**src/rtl/shift_pkg.sv**
```systemverilog
// Shared definitions for the universal shift unit: mode encodings and FSM states.
package shift_pkg;

  localparam logic [2:0] MODE_LOAD = 3'b000;
  localparam logic [2:0] MODE_SLL  = 3'b001;
  localparam logic [2:0] MODE_SRL  = 3'b010;
  localparam logic [2:0] MODE_SRA  = 3'b011;
  localparam logic [2:0] MODE_ROL  = 3'b100;
  localparam logic [2:0] MODE_ROR  = 3'b101;
  localparam logic [2:0] MODE_SLS  = 3'b110;
  localparam logic [2:0] MODE_SRS  = 3'b111;

  typedef enum logic [1:0] {
    ST_IDLE  = 2'b00,
    ST_SHIFT = 2'b01,
    ST_DONE  = 2'b10
  } state_t;

endpackage

```
**src/rtl/shift_step.sv**
```systemverilog
// One single-bit shift step of the selected mode. Purely combinational so the
// same step can be chained or reused by other shifter variants.
module shift_step
  import shift_pkg::*;
#(
  parameter int WIDTH = 16
) (
  input  logic [WIDTH-1:0] q,
  input  logic [2:0]       mode,
  input  logic             serial_in,
  output logic [WIDTH-1:0] q_next,
  output logic             out_bit
);

  // Next register value and the bit leaving the register for one step.
  // LOAD is not a shift; it holds q and reports 0 as the out bit.
  always_comb begin
    q_next  = q;
    out_bit = 1'b0;
    unique case (mode)
      MODE_SLL: begin
        q_next  = {q[WIDTH-2:0], 1'b0};
        out_bit = q[WIDTH-1];
      end
      MODE_SRL: begin
        q_next  = {1'b0, q[WIDTH-1:1]};
        out_bit = q[0];
      end
      MODE_SRA: begin
        q_next  = {q[WIDTH-1], q[WIDTH-1:1]};
        out_bit = q[0];
      end
      MODE_ROL: begin
        q_next  = {q[WIDTH-2:0], q[WIDTH-1]};
        out_bit = q[WIDTH-1];
      end
      MODE_ROR: begin
        q_next  = {q[0], q[WIDTH-1:1]};
        out_bit = q[0];
      end
      MODE_SLS: begin
        q_next  = {q[WIDTH-2:0], serial_in};
        out_bit = q[WIDTH-1];
      end
      MODE_SRS: begin
        q_next  = {serial_in, q[WIDTH-1:1]};
        out_bit = q[0];
      end
      default: begin
        q_next  = q;
        out_bit = 1'b0;
      end
    endcase
  end

endmodule

```
**src/rtl/universal_shift_unit.sv**
```systemverilog
// Multi-cycle universal shift register with start/busy/done handshake.
// Shifts one bit per clock for a run-time amount; LOAD replaces q directly.
//
//   state    | meaning
//   ---------+-----------------------------------------------------------
//   ST_IDLE  | waiting for start; captures mode/amount, performs LOAD
//   ST_SHIFT | one shift step per cycle until cnt reaches zero
//   ST_DONE  | one-cycle completion pulse, result valid, start ignored
module universal_shift_unit
  import shift_pkg::*;
#(
  parameter  int WIDTH   = 16,
  localparam int SHAMT_W = $clog2(WIDTH)
) (
  input  logic               clk,
  input  logic               reset,
  input  logic               start,
  input  logic [2:0]         mode,
  input  logic [SHAMT_W-1:0] amount,
  input  logic [WIDTH-1:0]   load,
  input  logic               serial_in,
  output logic [WIDTH-1:0]   q,
  output logic               serial_out,
  output logic               busy,
  output logic               done,
  output logic               zero
);

  localparam logic [SHAMT_W-1:0] CNT_ONE = SHAMT_W'(1);

  state_t             state;
  state_t             state_next;
  logic [SHAMT_W-1:0] cnt;
  logic [2:0]         mode_r;
  logic [WIDTH-1:0]   step_q;
  logic               step_out;

  shift_step #(
    .WIDTH(WIDTH)
  ) u_step (
    .q        (q),
    .mode     (mode_r),
    .serial_in(serial_in),
    .q_next   (step_q),
    .out_bit  (step_out)
  );

  // State register.
  always_ff @(posedge clk or negedge reset) begin
    if (!reset) state <= ST_IDLE;
    else        state <= state_next;
  end

  // Next-state decode; LOAD and zero amount skip straight to DONE.
  always_comb begin
    state_next = state;
    unique case (state)
      ST_IDLE: begin
        if (start) begin
          if (mode == MODE_LOAD || amount == '0) state_next = ST_DONE;
          else                                   state_next = ST_SHIFT;
        end
      end
      ST_SHIFT: begin
        if (cnt == CNT_ONE) state_next = ST_DONE;
      end
      ST_DONE:  state_next = ST_IDLE;
      default:  state_next = ST_IDLE;
    endcase
  end

  // Datapath: capture the request in IDLE, apply one step per SHIFT cycle.
  always_ff @(posedge clk or negedge reset) begin
    if (!reset) begin
      q          <= '0;
      serial_out <= 1'b0;
      cnt        <= '0;
      mode_r     <= MODE_LOAD;
    end else begin
      unique case (state)
        ST_IDLE: begin
          if (start) begin
            mode_r <= mode;
            cnt    <= amount;
            if (mode == MODE_LOAD) begin
              q          <= load;
              serial_out <= 1'b0;
            end
          end
        end
        ST_SHIFT: begin
          q          <= step_q;
          serial_out <= step_out;
          cnt        <= cnt - CNT_ONE;
        end
        default: ;
      endcase
    end
  end

  // Handshake flags come straight from the state register.
  assign busy = (state != ST_IDLE);
  assign done = (state == ST_DONE);
  assign zero = (q == '0);

endmodule

```
**config.mk**
```make
export PLATFORM = sky130hd
export DESIGN_NAME = universal_shift_unit
export DESIGN_NICKNAME = d
export VERILOG_FILES = /design/src/rtl/shift_pkg.sv /design/src/rtl/shift_step.sv /design/src/rtl/universal_shift_unit.sv
export SDC_FILE = /design/constraint.sdc
export NUM_CORES = 1
export LEC_CHECK = 0
export ABC_AREA = 0
export CORE_MARGIN = 2
export CORE_UTILIZATION = 45
export CTS_BUF_LIST = sky130_fd_sc_hd__clkbuf_8
export DETAILED_ROUTE_END_ITERATION = 10
export GPL_ROUTABILITY_DRIVEN = 0
export HOLD_SLACK_MARGIN = 0.08
export PLACE_DENSITY = 0.87
export SLEW_MARGIN = 20
export SYNTH_ARGS = -nofsm -noshare
export SYNTH_HDL_FRONTEND = slang
export SYNTH_SLANG_ARGS = --single-unit
```
**constraint.sdc**
```tcl
create_clock -name clk -period 2.7 [get_ports clk]
set_input_delay 0.54 -clock clk [delete_from_list [all_inputs] [get_ports clk]]
set_output_delay 0.54 -clock clk [all_outputs]
set_load 0.02 [all_outputs]
```
==> results of run 1 <==
==> cell families (layout without fill, tap and decap cells) <==
group	Yosys count	after routing	share of synthesized area [%]
AOI/OAI and AO/OA	55	55	22.2
adders and majority gates	2	2	1.52
buffers and inverters	18	57	6.09
DFF	26	26	39.6
muxes	9	9	6.70
and+or+nand+nor	89	89	23.8
==> area by class of cell <==
cell class | count | share of cell area (%)
sequential | 26 | 29.7
clock inverter | 1 | 1.37
tap | 46 | 2.63
clock buffer | 3 | 1.89
timing repair buffer | 49 | 22.1
multi-input combinational | 155 | 41.7
inverter | 4 | 0.686
==> metal layers <==
metal  track usage, %  vias up  wire, um
met5                0        -         0
met4             7.71        0        36
met3             2.43        4       166
met2             32.9       44      1910
met1             25.5      772      1740
li1                 -      782         -
==> critical path, stage by stage (launching register included) <==
cell and delay [ns]:
sky130_fd_sc_hd__dfrtp_1 0.43, sky130_fd_sc_hd__nor4_1 0.34, sky130_fd_sc_hd__and4_1 0.25, sky130_fd_sc_hd__clkdlybuf4s50_1 0.60
==> Yosys cell counts, types with 2 or more instances <==
master                    instances  area (um2)
sky130_fd_sc_hd__nand2_1         49         184
sky130_fd_sc_hd__dfrtp_1         26         651
sky130_fd_sc_hd__nor2_1          17        63.8
sky130_fd_sc_hd__a31o_2          14         123
sky130_fd_sc_hd__o21ai_1         14        70.1
sky130_fd_sc_hd__a21oi_1          8        40.0
sky130_fd_sc_hd__buf_2            8        40.0
sky130_fd_sc_hd__mux2_2           6        67.6
sky130_fd_sc_hd__nor3_1           5        25.0
sky130_fd_sc_hd__nor4_1           5        31.3
sky130_fd_sc_hd__o21ai_0          5        25.0
sky130_fd_sc_hd__buf_4            4        30.0
sky130_fd_sc_hd__o22ai_1          4        25.0
sky130_fd_sc_hd__inv_1            3        11.3
sky130_fd_sc_hd__nor2b_1          3        18.8
sky130_fd_sc_hd__ha_1             2        25.0
sky130_fd_sc_hd__mux2i_1          2        20.0
sky130_fd_sc_hd__nand3_1          2        10.0
sky130_fd_sc_hd__o22a_1           2        17.5
sky130_fd_sc_hd__o31ai_1          2        15.0
sky130_fd_sc_hd__or2_2            2        12.5
==> power by group through the flow <==
stage                     registers [W]  logic [W]  clock network (W)
final                          0.000932    0.00173           0.000323
after global routing           0.000969    0.00192           0.000340
after floorplan                0.000935    0.00122                  0
after detailed placement       0.000929    0.00172                  0
after CTS                      0.000921    0.00173           0.000329
after global placement         0.000926    0.00169                  0
==> flip-flops by register name, indices dropped and copies added (netlist names) <==
signal      count
state           2
q              16
cnt             4
mode_r          3
serial_out      1
==> per-stage QoR <==
stage / setup slack [ns] / hold slack [ns] / total power (W) / instances
2_1_floorplan: 1.10 / 0.244 / 0.00216 / 199
3_3_place_gp: 0.250 / 0.490 / 0.00261 / 280
3_5_place_dp: 0.155 / 0.497 / 0.00265 / 280
4_1_cts: 0.267 / 0.521 / 0.00298 / 284
5_1_grt: 0.186 / 0.561 / 0.00323 / 284
6_report: 0.257 / 0.510 / 0.00298 / 284
==> final timing paths <==
path,from,end,slack [ns],cells past startpoint
max in group asynchronous,reset,mode_r[2],1.83,2
worst min register to register,serial_out,serial_out,0.51,1
worst min-delay path,serial_out,serial_out,0.51,1
min in group asynchronous,reset,cnt[3],0.62,2
worst max register to register,state[0],q[6],0.78,5
worst max-delay path,q[4],zero,0.26,3
==> impl_results.md, run 1 <==
- Height of the chip: 64.4 um
- Placeable core region: roughly 3400 um2
- Number of top-level design ports: 47
- Total half-perimeter wirelength after legalization and detailed placement: 2710 um
- Power density over the cells: ~1400 nW/um2
- Number of standard-cell rows in the floorplan: 21
- Number of fill cells: around 300
- CTS buffer count: 3
- Number of clock sinks seen by CTS: 26
- Count of hold-fix buffers inserted at cts: 0
- Placed cell area: about 2100 um2
- Number of optimization iterations in the first detailed-route pass: 4
- Detail-routed via count per cell: ~5.6
- CTS tree: built
- Crit Path Class: reg2out
- Reported leakage power: roughly 0.89 nW
- Area of all placed cells without fillers: around 2200 um2
- Maximum vdd ir drop: approximately 0.74 mV
- Class of the most critical hold timing path: reg2reg
- Number of global-route vias before repair: 1473
- Number of antenna-violating nets in the routed design: 0
- Fmax: slightly above 400 MHz
- Period utilisation layout: ~90%
- Number of library cell types mapped by synthesis: 37
- Number of antenna violations at the first check in global routing: 0
- Crit path launch type: flip-flop
- Combinational cell fraction of total power: 57.9%
- Share of total power consumed by net switching: 45.5%
- Setup violations, final: 0
- Commonest cells after routing, fill and taps aside: 49 x sky130_fd_sc_hd__nand2_1, 46 x sky130_fd_sc_hd__clkdlybuf4s50_1, 26 x sky130_fd_sc_hd__dfrtp_1
- Clock power share: 10.8%
- Post-Syn Area: 1640 um2
- Net count of the mapped netlist: about 230
- Diode insertion count for antenna repair: 0
- Routed wire length per instance: around 14 um
- Most used DFF post-synth: sky130_fd_sc_hd__dfrtp_1
- Max Cap Violations: 0
- Final Slew Violations: 0
- Total negative slack: 0 ns
- End-of-flow core utilization: about 64%
- Cell count after synthesis: approximately 200
- Number of cells upsized or downsized after cts: 0
- Number of I/O port buffers: 46
- Area Overhead vs Synth: 33.3%
- Register cell area after layout: between 600 and 700 um2
- Global-route wire length before repair: around 6600 um
- Clock transition at the register clock pins on the worst setup and hold paths after CTS: ~0.09 ns
- Setup repair after global routing missed its margin: no
- Final hold violation count: 0
- Worst path required time: 2.16 ns
- Switching power of the nets: 0.00136 W
- Synthesized area divided by synthesized cell count: just over 8 um2
- DRC violation total after the first TritonRoute iteration: approximately 100
- Worst slew margin relative to its limit: 53.5%
- Cell Int Power: 0.00163 W
- Sequential share of power: a little under a third
- Initial Utilization: approximately half
- Total die area: slightly above 4000 um2
- Global-route usage over all layers: around a fifth
- Most common cell after layout, fill and taps aside: sky130_fd_sc_hd__nand2_1
- Clock latency reported for the late side of the worst-skew pair: roughly 0.27 ns
- CTS H-tree depth: 1
- Crit path arrival time: approximately 1.9 ns
- Clock Root Buffer: sky130_fd_sc_hd__clkbuf_8
- Transition time at the pin with the least slew margin: approximately 0.7 ns
- Number of warning messages in the yosys log: 0
- Overall overflow remaining after global route: 0
- Number of buffers added for setup after CTS: 0
- Critical path endpoint category: output pin
- Sequential element share of the synthesized area: 39.6%
- Combined area of the multi-input logic cells: roughly 910 um2
- Number of buffers on the longest clock path: 2
- Via count: 1602
- Flip-flop and latch count after synthesis: 26
- Fraction of registers with async set/reset: 100%
- Maximum number of pins on one net before global-route repair: 31
- Post-detailed-routing wire length: 3860 um
- Crit path time final: between 2 and 2.5 ns
- Clock tree skew after final layout: 0.00266 ns
- Fraction of layout cells with a size suffix above 1: between 10% and 20%
- Run status: complete, no violations
- EDFF count, synth: 0
- Net count, final: around 270
- Max Fanout on Critical Path: 5
- Remaining design rule violation count: 0
- Die outline width: roughly 64 um
(Power assumes the default switching activity.)
==> run 2: changes to the inputs <==
Settings changed: PLACE_DENSITY 0.87 to 0.86, SLEW_MARGIN 20 to 15.
==> impl_results.md, run 2 (same netlist as run 1, synthesis figures left out) <==
- Setup repair after global routing missed its margin: no
- Crit path arrival time: 1.92 ns
- Number of I/O port buffers: 46
- Routed wire length per instance: ~14 um
- Fmax: 406 MHz
- Share of total power consumed by net switching: 45.6%
- CTS H-tree depth: 1
- Crit path launch type: flip-flop
- Detail-routed via count per cell: 5.58
- Most common cell after layout, fill and taps aside: sky130_fd_sc_hd__nand2_1
- Biggest register: q
- Number of top-level design ports: 47
- Clock power share: between 10% and 20%
- Number of clock sinks seen by CTS: 26
- Clock Root Buffer: sky130_fd_sc_hd__clkbuf_8
- Commonest cells after routing, fill and taps aside: 49 x sky130_fd_sc_hd__nand2_1, 46 x sky130_fd_sc_hd__clkdlybuf4s50_1, 26 x sky130_fd_sc_hd__dfrtp_1
- Worst slew margin relative to its limit: roughly a quarter
- Fraction of layout cells with a size suffix above 1: a little over an eighth
- Max Fanout on Critical Path: 5
- Clock tree skew after final layout: 0.00193 ns
- Number of placed instances, taps included: between 200 and 300
- Diode insertion count for antenna repair: 0
- Count of hold-fix buffers inserted at cts: 0
- Via count: approximately 1.6k
- Critical path endpoint category: output pin
- Detailed route wirelength on metal2: 1950 um
- CTS tree: built
- Reported leakage power: approximately 0.89 nW
- Class of the most critical hold timing path: reg2reg
- Clock transition at the register clock pins on the worst setup and hold paths after CTS: 0.09 ns
- Sequential share of power: a little over 30%
- Worst hold slack: 0.520 ns
- Largest registers: q x16, cnt x4, mode_r x3
- Number of buffers added for setup after CTS: 0
- Run status: complete, no violations
- Number of optimization iterations in the first detailed-route pass: 4
- Overall overflow remaining after global route: 0
- Placeable core region: 3420 um2
- Wire length on met1: between 1500 and 2000 um
- Global-route usage over all layers: about a fifth
- Maximum vdd ir drop: about 0.75 mV
- CTS buffer count: 3
- Cell Int Power: about 0.0016 W
- DRC violation total after the first TritonRoute iteration: 92
- Initial Utilization: approximately half
- Remaining design rule violation count: 0
- Number of antenna violations at the first check in global routing: 0
- Number of flip-flops in the largest register: 16
- Number of global-route vias before repair: ~1.4k
- Number of cells upsized or downsized after cts: 0
- Post-detailed-routing wire length: between 3000 and 4000 um
- Net count, final: 268
- Transition time at the pin with the least slew margin: 1.13 ns
- Number of antenna-violating nets in the routed design: 0
- Clock latency reported for the late side of the worst-skew pair: approximately 0.27 ns
- Total negative slack: 0 ns
- Count of non-filler cells in the finished layout: ~280
- Area Overhead vs Synth: 32.6%
- Setup violations, final: 0
- Total half-perimeter wirelength after legalization and detailed placement: 2820 um
- Switching power of the nets: around 0.0014 W
- Period utilisation layout: between 90% and 100%
- Crit Path Class: reg2out
- Metal3 WL: approximately 92 um
- Maximum number of pins on one net before global-route repair: 31
- Final Slew Violations: 0
- Crit path time final: between 2 and 2.5 ns
- Die outline width: approximately 64 um
- Final hold violation count: 0
- Power density over the cells: between 1000 and 1500 nW/um2
- Combinational cell fraction of total power: 58.0%
- Number of standard-cell rows in the floorplan: 21
- Height of the chip: about 64 um
- Highest signal layer in the routed design: met4
- Max Cap Violations: 0
- Number of buffers on the longest clock path: 2
- Global-route wire length before repair: 6570 um
- Total die area: between 4000 and 5000 um2
- Worst path required time: around 2.2 ns
-- run 2: cell types whose count changed in the layout (fill, tap and decap cells not counted) --
cell and change:
sky130_fd_sc_hd__o2111ai_2 +1, sky130_fd_sc_hd__o2111ai_4 -1
-- run 2: cell type report --
| class | count | area [um2] |
|---|---|---|
| tap | 46 | 57.6 |
| clock buffer | 3 | 41.3 |
| multi-input combinational | 155 | 901 |
| inverter | 4 | 15.0 |
| fill | 299 | 1240 |
| sequential | 26 | 651 |
| clock inverter | 1 | 30.0 |
| timing repair buffer | 49 | 483 |
-- run 2: power groups by stage --
stage,Sequential (W),Combinational [W],Clock [W]
after global placement,0.000928,0.00169,0
after floorplan,0.000935,0.00122,0
after CTS,0.000921,0.00174,0.000321
after global routing,0.000968,0.00191,0.000337
after detailed placement,0.000931,0.00173,0
final,0.000929,0.00173,0.000321
-- run 2: final timing paths --
path,startpoint,endpoint,slack [ns],cells past startpoint
setup reg to reg,mode_r[2],q[14],0.76,4
max in group asynchronous,reset,state[0],1.82,2
min in group asynchronous,reset,cnt[3],0.62,2
hold reg to reg,serial_out,serial_out,0.52,1
hold / removal,serial_out,serial_out,0.52,1
setup / recovery,q[4],zero,0.24,3
-- run 2: critical path: stages (launching register included) --
cell,delay (ns)
sky130_fd_sc_hd__dfrtp_1,0.44
sky130_fd_sc_hd__nor4_1,0.35
sky130_fd_sc_hd__and4_1,0.25
sky130_fd_sc_hd__clkdlybuf4s50_1,0.61
-- run 2: metrics by stage --
stage / util [%] / instance area [um2] / worst slack [ns] / total power (W)
after global routing: 63.8 / 2180 / 0.163 / 0.00322
after global placement: 61.7 / 2110 / 0.269 / 0.00261
final: 63.8 / 2180 / 0.240 / 0.00298
after CTS: 63.8 / 2180 / 0.258 / 0.00298
after detailed placement: 61.7 / 2110 / 0.173 / 0.00267
after floorplan: - / 1640 / 1.10 / 0.00216
-- run 2: per-layer routing --
| layer | global-route usage, % | vias to the layer above |
|---|---|---|
| li1 | - | 783 |
| met1 | 26.1 | 771 |
| met2 | 34.4 | 27 |
| met3 | 1.56 | 4 |
| met4 | 5.85 | 0 |
| met5 | 0 | - |
==> run 3: changes to the inputs <==
Settings changed: ABC_AREA 0 to 1.
==> impl_results.md, run 3 <==
- Run status: complete, no violations
- Count of hold-fix buffers inserted at cts: 0
- Total half-perimeter wirelength after legalization and detailed placement: ~3000 um
- Highest signal layer in the routed design: met4
- Setup violations, final: 0
- Max Fanout on Critical Path: 4
- Overall overflow remaining after global route: 0
- Diode insertion count for antenna repair: 0
- Crit path time final: ~2.4 ns
- EDFF count, synth: 0
- Most common cell after layout, fill and taps aside: sky130_fd_sc_hd__nand2_1
- Synthesized area divided by synthesized cell count: roughly 6.3 um2
- Number of buffers on the longest clock path: 2
- Clock Root Buffer: sky130_fd_sc_hd__clkbuf_8
- Wire length on met1: about 1800 um
- Power density over the cells: around 1300 nW/um2
- Crit Path Class: reg2out
- Number of antenna-violating nets in the routed design: 0
- Via count: 1785
- Most numerous cell types in the synthesized netlist: 133 x sky130_fd_sc_hd__nand2_1, 28 x sky130_fd_sc_hd__inv_1, 26 x sky130_fd_sc_hd__dfrtp_1, 23 x sky130_fd_sc_hd__nand3_1, 12 x sky130_fd_sc_hd__o21ai_0
- Number of clock sinks seen by CTS: 26
- Commonest cells after routing, fill and taps aside: 133 x sky130_fd_sc_hd__nand2_1, 46 x sky130_fd_sc_hd__clkdlybuf4s50_1, 28 x sky130_fd_sc_hd__inv_1
- Number of top-level design ports: 47
- Sequential element share of the synthesized area: 38.3%
- Post-Syn Area: roughly 1700 um2
- Cell count after synthesis: 268
- Final Power: roughly 0.0028 W
- Global-route wire length before repair: between 6000 and 7000 um
- Detail-routed via count per cell: 4.96
- Worst path required time: ~2.2 ns
- Number of antenna violations at the first check in global routing: 0
- Placed cell area: 2180 um2
- Routed wire length per instance: between 10 and 15 um
- Net count of the mapped netlist: ~300
- DRC violation total after the first TritonRoute iteration: 72
- Final hold violation count: 0
- Transition time at the pin with the least slew margin: 0.358 ns
- Area Overhead vs Synth: 31.8%
- Clock latency reported for the late side of the worst-skew pair: between 0.2 and 0.3 ns
- Most instantiated library cell after synthesis: sky130_fd_sc_hd__nand2_1
- Setup repair after global routing missed its margin: no
- Flip-flop and latch count after synthesis: 26
- Final Slew Violations: 0
- Fraction of layout cells with a size suffix above 1: 6.09%
- Critical path endpoint category: output pin
- Crit path launch type: flip-flop
- Number of standard-cell rows in the floorplan: 22
- Clock tree skew after final layout: approximately 0.005 ns
- Crit path arrival time: roughly 1.9 ns
- Number of warning messages in the yosys log: 0
- Max Cap Violations: 0
- Total die area: ~4300 um2
- Metal3 WL: between 200 and 300 um
- Post-detailed-routing wire length: 4110 um
- Clock transition at the register clock pins on the worst setup and hold paths after CTS: 0.09 ns
- Number of global-route vias before repair: 1598
- Maximum vdd ir drop: ~0.64 mV
- Number of I/O port buffers: 46
- Maximum number of pins on one net before global-route repair: 27
- Ranking of synthesized cells by area: sky130_fd_sc_hd__dfrtp_1 38%, sky130_fd_sc_hd__nand2_1 29%, sky130_fd_sc_hd__nand3_1 6.8%
- Share of the synthesized area in the top cell type: between 30% and 40%
- Number of buffers added for setup after CTS: 0
- Number of fill cells: roughly 350
- Detailed route wirelength on metal2: slightly below 2000 um
- Area of all placed cells without fillers: around 2200 um2
- CTS buffer count: 3
- Number of optimization iterations in the first detailed-route pass: 5
- Number of library cell types mapped by synthesis: 24
- Biggest register: q
- Fraction of registers with async set/reset: 100%
- Number of flip-flops in the largest register: 16
- Worst slew margin relative to its limit: between 70% and 80%
- CTS tree: built
- Die outline width: roughly 65 um
- Number of cells upsized or downsized after cts: 0
- Height of the chip: between 60 and 70 um
- CTS H-tree depth: 1
- Global-route usage over all layers: roughly a fifth
- Net count, final: about 340
- Period utilisation layout: 89.7%
- Remaining design rule violation count: 0
- Placeable core region: approximately 3600 um2
- Largest registers: q x16, cnt x4, mode_r x3
- Dominant cell type by area after synthesis: sky130_fd_sc_hd__dfrtp_1
- Class of the most critical hold timing path: reg2reg
- Fmax: ~410 MHz
- Most used DFF post-synth: sky130_fd_sc_hd__dfrtp_1
- Initial Utilization: 46.7%
- Worst hold slack: 0.502 ns
- Total negative slack: 0 ns
- Reported leakage power: 1.20 nW
[run 3: cell types whose count changed in the layout (fill, tap and decap cells not counted), moves of 6 or more]
cell	previous run	this run
sky130_fd_sc_hd__inv_2	0	8
sky130_fd_sc_hd__o21ai_0	5	12
sky130_fd_sc_hd__nand2_1	49	133
sky130_fd_sc_hd__a21oi_1	8	2
sky130_fd_sc_hd__mux2_2	6	0
sky130_fd_sc_hd__o21ai_1	14	3
sky130_fd_sc_hd__a31o_2	14	0
sky130_fd_sc_hd__nand3_1	2	23
sky130_fd_sc_hd__nor2_1	17	10
sky130_fd_sc_hd__inv_1	3	28
[run 3: cell families after synthesis]
family / count (synthesis) / share of synthesized area (%)
buffers and inverters: 44 / 10.9
DFF: 26 / 38.3
adders and majority gates: 2 / 1.47
and+or+nand+nor: 176 / 43.1
AOI/OAI and AO/OA: 20 / 6.19
[run 3: through the flow]
| stage | setup WS [ns] | cells | utilization (%) |
|---|---|---|---|
| 2_1_floorplan | 1.03 | 268 | - |
| 3_3_place_gp | 0.600 | 356 | 60.1 |
| 3_5_place_dp | 0.595 | 356 | 60.1 |
| 4_1_cts | 0.291 | 360 | 61.6 |
| 5_1_grt | 0.178 | 360 | 61.6 |
| 6_report | 0.279 | 360 | 61.6 |
[run 3: metal layers]
layer	track usage [%]	vias up
li1	-	907
met1	26.5	813
met2	35.6	58
met3	2.91	7
met4	5.21	0
met5	0	-
[run 3: worst paths after layout]
kind | from | endpoint | slack, ns | cells past startpoint
hold / removal | serial_out | serial_out | 0.50 | 2
min in group asynchronous | reset | q[7] | 0.63 | 2
max in group asynchronous | reset | q[14] | 1.81 | 2
setup / recovery | q[11] | zero | 0.28 | 4
hold reg to reg | serial_out | serial_out | 0.50 | 2
setup reg to reg | state[0] | q[5] | 1.11 | 7
[run 3: critical path, stage by stage (launching register included)]
cell and delay (ns):
sky130_fd_sc_hd__dfrtp_1 0.42, sky130_fd_sc_hd__nor4_1 0.33, sky130_fd_sc_hd__nand3_1 0.12, sky130_fd_sc_hd__nor2_1 0.13, sky130_fd_sc_hd__clkdlybuf4s50_1 0.61
[run 3: power by group]
part	leakage, nW	internal, W	switching [W]
logic	0.848	0.000663	0.00113
clock network	0.0288	0.000130	0.000123
registers	0.323	0.000581	0.000183
total	1.20	0.00137	0.00144
[run 3: cell type report]
class / count / area, um2 / share of cell area [%]
multi-input cells: 198 / 862 / 38.5
clock buffers: 4 / 55.1 / 2.46
flip-flops and latches: 26 / 651 / 29.1
inverters: 36 / 135 / 6.04
repair buffers: 48 / 475 / 21.2
well taps: 48 / 60.1 / 2.68
